==> src/rtl/matrix_pkg.sv <==
// matrix_pkg: shared constants, engine state encoding and saturation limits for row_mac_engine.
package matrix_pkg;
  localparam int DATA_W = 16;
  localparam int ROW_LEN = 10;
  localparam int ROWS = 10;
  typedef enum logic [2:0] {IDLE, FETCH, DRAIN, WRITE, DONE} state_t;
  function automatic longint sat_hi(int w);
    return (longint'(1) <<< (w - 1)) - 1;
  endfunction
  function automatic longint sat_lo(int w);
    return -(longint'(1) <<< (w - 1));
  endfunction
endpackage

==> src/rtl/mac_unit.sv <==
// mac_unit: signed multiply-accumulate with synchronous clear and enable.
module mac_unit #(
  parameter int DATA_W = 16,
  parameter int ACC_W = 2 * DATA_W + 4
)(
  input  logic                     clk,
  input  logic                     n_reset,
  input  logic                     clr,
  input  logic                     en,
  input  logic signed [DATA_W-1:0] a,
  input  logic signed [DATA_W-1:0] x,
  output logic signed [ACC_W-1:0]  acc
);
  logic signed [2*DATA_W-1:0] p;
  assign p = a * x;
  always_ff @(posedge clk or negedge n_reset)
    if (!n_reset) acc <= '0;
    else acc <= clr ? '0 : en ? acc + {{(ACC_W-2*DATA_W){p[2*DATA_W-1]}}, p} : acc;
endmodule

==> src/rtl/row_mac_engine.sv <==
// row_mac_engine: reads one matrix row plus the vector, MACs them and writes the row result.
// Optional ROW_MAC_SATURATE_EN clamps the result to the DATA_W signed range instead of wrapping.
module row_mac_engine import matrix_pkg::*; #(
  parameter int DATA_W = matrix_pkg::DATA_W,
  parameter int ROW_LEN = matrix_pkg::ROW_LEN,
  parameter int ROWS = matrix_pkg::ROWS,
  parameter int ACC_W = 2 * DATA_W + 4
)(
  input  logic                     clk,
  input  logic                     n_reset,
  input  logic                     begin_mult,
  input  logic [3:0]               res_add,
  output logic                     rd_en,
  output logic [7:0]               rd_addr_a,
  output logic [3:0]               rd_addr_x,
  input  logic signed [DATA_W-1:0] rd_data_a,
  input  logic signed [DATA_W-1:0] rd_data_x,
  output logic                     wr_en,
  output logic [3:0]               wr_addr,
  output logic [DATA_W-1:0]        wr_data,
  output logic                     done_row,
  output logic                     row_err,
  output logic                     busy
);
  localparam logic [3:0] ROW_LAST = 4'(ROWS - 1);
  localparam logic [3:0] COL_LAST = 4'(ROW_LEN - 1);
  state_t state;
  logic [3:0] row;
  logic rd_en_d;
  logic accept;
  logic signed [ACC_W-1:0] acc;
  logic [DATA_W-1:0] res;
  assign accept = state == IDLE && begin_mult && res_add <= ROW_LAST;
  assign busy = state != IDLE;
  // read data lands one cycle after its strobe, so the MAC enable trails rd_en
  mac_unit #(.DATA_W(DATA_W), .ACC_W(ACC_W)) u_mac (
    .clk(clk), .n_reset(n_reset), .clr(accept), .en(rd_en_d),
    .a(rd_data_a), .x(rd_data_x), .acc(acc)
  );
`ifdef ROW_MAC_SATURATE_EN
  localparam logic signed [ACC_W-1:0] HI = ACC_W'(sat_hi(DATA_W));
  localparam logic signed [ACC_W-1:0] LO = ACC_W'(sat_lo(DATA_W));
  assign res = acc > HI ? HI[DATA_W-1:0] : acc < LO ? LO[DATA_W-1:0] : acc[DATA_W-1:0];
`else
  logic unused_acc_hi;
  assign unused_acc_hi = ^acc[ACC_W-1:DATA_W];
  assign res = acc[DATA_W-1:0];
`endif
  assign wr_data = wr_en ? res : '0;
  always_ff @(posedge clk or negedge n_reset)
    if (!n_reset) begin
      state <= IDLE;
      row <= '0;
      rd_en <= 1'b0;
      rd_en_d <= 1'b0;
      rd_addr_a <= '0;
      rd_addr_x <= '0;
      wr_en <= 1'b0;
      wr_addr <= '0;
      done_row <= 1'b0;
      row_err <= 1'b0;
    end else begin
      rd_en_d <= rd_en;
      case (state)
        IDLE: if (accept) begin
          row <= res_add;
          rd_en <= 1'b1;
          rd_addr_a <= 8'(res_add) * 8'(ROW_LEN);
          rd_addr_x <= '0;
          state <= FETCH;
        end else if (begin_mult) begin
          row_err <= 1'b1;
          done_row <= 1'b1;
          state <= DONE;
        end
        FETCH: if (rd_addr_x == COL_LAST) begin
          rd_en <= 1'b0;
          rd_addr_a <= '0;
          rd_addr_x <= '0;
          state <= DRAIN;
        end else begin
          rd_addr_a <= rd_addr_a + 8'd1;
          rd_addr_x <= rd_addr_x + 4'd1;
        end
        DRAIN: begin
          wr_en <= 1'b1;
          wr_addr <= row;
          state <= WRITE;
        end
        WRITE: begin
          wr_en <= 1'b0;
          wr_addr <= '0;
          done_row <= 1'b1;
          state <= DONE;
        end
        default: begin
          done_row <= 1'b0;
          row_err <= 1'b0;
          state <= IDLE;
        end
      endcase
    end
endmodule

==> config.mk <==
export PLATFORM = sky130hd
export DESIGN_NAME = row_mac_engine
export DESIGN_NICKNAME = d
export VERILOG_FILES = /design/src/rtl/matrix_pkg.sv /design/src/rtl/mac_unit.sv /design/src/rtl/row_mac_engine.sv
export SDC_FILE = /design/constraint.sdc
export NUM_CORES = 1
export LEC_CHECK = 0
export CAP_MARGIN = 20
export CORE_MARGIN = 10
export CORE_UTILIZATION = 58
export DETAILED_ROUTE_END_ITERATION = 7
export PLACE_DENSITY = 0.82
export SLEW_MARGIN = 15
export SYNTH_ARGS = -nofsm -noshare
export SYNTH_HDL_FRONTEND = slang
export SYNTH_SLANG_ARGS = --single-unit
==> constraint.sdc <==
create_clock -name clk -period 3.1 [get_ports clk]
set_clock_uncertainty 0.2 [all_clocks]
set_input_delay 0.775 -clock clk [delete_from_list [all_inputs] [get_ports clk]]
set_output_delay 0.775 -clock clk [all_outputs]
set_load 0.02 [all_outputs]
==> results.ini <==
[timing]
max_freq_mhz=149.8
period_minus_slack_ns=6.675
finalWorstSetupSlack_ns=-3.575
grt_setup_unrepaired=true
worst_pin_slew_ns=0.9919
slew_violations=0
post-route-period-util=2.153
finalSetupViolCount=13
hold_violations=0
slew_headroom=0.3387

[global_route]
grt_pass1_wl_um=34070
first_global_vias=6896
grt_usage=0.2537
grt_max_degree=45
antenna_found_initial=0
gr-total-overflow=0

[status]
status=complete, but fails checks
violations=setup timing

[placement]
io_buffers=75
post_dp_cell_area_mm2=0.008743
dpl.hpwl_um=15460
gp_congestion=0.9067

[synthesis]
synth_top_family_by_area=adder cells
syn_inst=792
synth_cell_type_count=47
synthFlopType=dfrtp_1
synth_edf_count=0
synth_top_area_share=0.2364
ys_seq_area_frac=0.1605
synth.area.mux_share=0.01459
synth-xor-area-share=0.07315
yosysWarnings=0
synth_fa_ha_area_frac=0.3878
avgSynthCellArea_um2=8.660
synth_top_area_cell=fa_1
ys_async_sr_fraction=1.000
syn-num-nets=995
syn_area_mm2=0.006859
synth_simple_gate_area_frac=0.1897
ys_ff_latch=44
synth.area.top_cells=fa_1 24%, dfrtp_1 16%, ha_1 15%, inv_1 7.6%, and2_1 6.9%
synth_compound_area_frac=0.08464

[routing]
drt_first_pass_iters=5
via_per_inst=5.730
dr.first_iter.drc_count=404
wl_per_cell_um=19.79
final_antenna_net_count=0
dr_total_vias=6360
drc=0
drt-total-wl_um=21970

[critical_path]
crit_top_cell=fa_1
worst-path-buf-inv=4
critPathLaunchType=primary input
cpLargestDelayFamily=adder cells
crit_required_ns=3.03
critPathArrivalTime_ns=6.61
max_stage_delay_ns=0.56
criticalPathCategory=primary input to flop
slowest_stage=fa_1
crit_fanout=7
critPathCaptureType=flop

[finish]
finish.instance_area_mm2=0.009443
diodes=0
drive_gt1_frac=0.2668
fillers=626
num-nets-final=1169
syn2layout_area_growth_pct=37.67

[clock_network]
clockBufferDepth=2
clk_pin_slew_ns=0.07
clock-sinks=44
cts_made_buffers=5
cts_tree=built
clockRootBuffer=clkbuf_16
postCtsHoldBufs=0
insertion_delay_ns=0.29
htree_levels=2

[floorplanning]
num_io_pins=76
fp.coreArea_mm2=0.01152
num_rows=39
start_util=0.5956
die_x_um=128.7
fp.dieH_um=128.7
die_area_mm2=0.01658

[hold_path]
min_path_type=flop to flop

[run]
maxCapViolations=0

==> cells in the mapped netlist, types with 6 or more instances <==
master / instances
a21o_1: 10
a21oi_1: 23
and2_1: 76
and2_2: 7
and3_1: 7
clkbuf_1: 22
dfrtp_1: 44
fa_1: 81
ha_1: 83
inv_1: 138
mux2i_1: 10
nand2_1: 104
nand2b_1: 9
nand3_1: 7
nor2_1: 30
nor2b_1: 6
nor3_1: 6
o211ai_1: 6
o21ai_0: 33
xnor2_1: 43
xor2_1: 9
==> what timing repair did <==
action / CTS / global route
buffers inserted: 21 / 2
resized for setup: 149 / 41
pin swaps: 61 / 43
endpoints found under the setup margin: 14 / 14
==> state kept, by name, summed over array words and instances, names as in the netlist, 3 cells and up <==
register   cells
rd_addr_a      8
rd_addr_x      4
row            4
state          3
u_mac.acc     16
wr_addr        4
==> cells by family (layout without fill, tap and decap cells) <==
logic type | Yosys count | count (layout)
flops | 44 | 44
compound gates | 95 | 95
mux | 10 | 10
xor+xnor | 54 | 54
simple gates | 262 | 262
buf+inv | 163 | 338
fa+ha+maj | 164 | 164
==> cell type report <==
class | instances | area (um2) | share of cell area
multi-input cells | 585 | 5772 | 0.6112
repair buffers | 192 | 1702 | 0.1802
flip-flops and latches | 44 | 1101 | 0.1166
inverters | 138 | 518.0 | 0.05486
well taps | 143 | 178.9 | 0.01895
clock buffers | 5 | 125.1 | 0.01325
clock inverters | 3 | 46.29 | 0.004903
==> through the flow <==
| step | util | instances | setup WS (ns) | setup TNS, ns | hold WS (ns) |
|---|---|---|---|---|---|
| final | 0.8200 | 1110 | -3.575 | -31.80 | 0.2209 |
| after global routing | 0.8200 | 1110 | -3.689 | -33.86 | 0.2341 |
| after CTS | 0.8032 | 1110 | -3.396 | -31.13 | 0.2204 |
| after detailed placement | 0.7592 | 1083 | -4.189 | -41.75 | 0.1886 |
| after global placement | 0.7592 | 1083 | -3.956 | -40.20 | 0.1925 |
| after floorplan | - | 792 | -3.317 | -28.20 | 0.2467 |
==> placed cells by master (no fill, tap or decap), types with 10 or more instances in the layout <==
cell type,count
and2_4,11
ha_1,56
o21ai_0,30
a21oi_2,11
buf_4,95
fa_1,74
a21o_1,10
nor2_1,28
nand2_1,96
buf_6,28
ha_4,24
inv_1,121
and2_1,68
inv_2,17
mux2i_1,10
a21oi_1,12
xnor2_1,38
dfrtp_1,44
clkdlybuf4s50_1,52
==> final timing paths <==
path / startpoint / end / slack, ns / cells after the start
setup / recovery: rd_data_x[4] / u_mac.acc[15] / -3.57 / 26
hold / removal: rd_en / rd_en_d / 0.22 / 0
setup reg to reg: u_mac.acc[0] / u_mac.acc[10] / 0.10 / 10
hold reg to reg: rd_en / rd_en_d / 0.22 / 0
max in group asynchronous: n_reset / u_mac.acc[11] / 1.64 / 1
min in group asynchronous: n_reset / rd_addr_a[6] / 0.44 / 1
==> layer usage <==
| metal | up-vias | GRT usage | wire length, um |
|---|---|---|---|
| li1 | 2822 | - | - |
| met1 | 3133 | 0.2949 | 8188 |
| met2 | 333 | 0.4684 | 11420 |
| met3 | 72 | 0.03943 | 1550 |
| met4 | 0 | 0.07826 | 809 |
| met5 | - | 0 | 0 |
==> worst register-to-register path, stage by stage (launching register included) <==
cell and delay (ns):
dfrtp_1 0.40, ha_1 0.24, fa_1 0.39, a21o_1 0.19, a21o_1 0.26, a2111oi_4 0.43
o21ai_2 0.12, a21oi_2 0.25, xnor2_1 0.15, mux2i_1 0.11, nor2_1 0.19
Power is left out: the tool's default activity adds up to more than one toggle a clock period on the data nets, which glitch-free logic cannot reach.
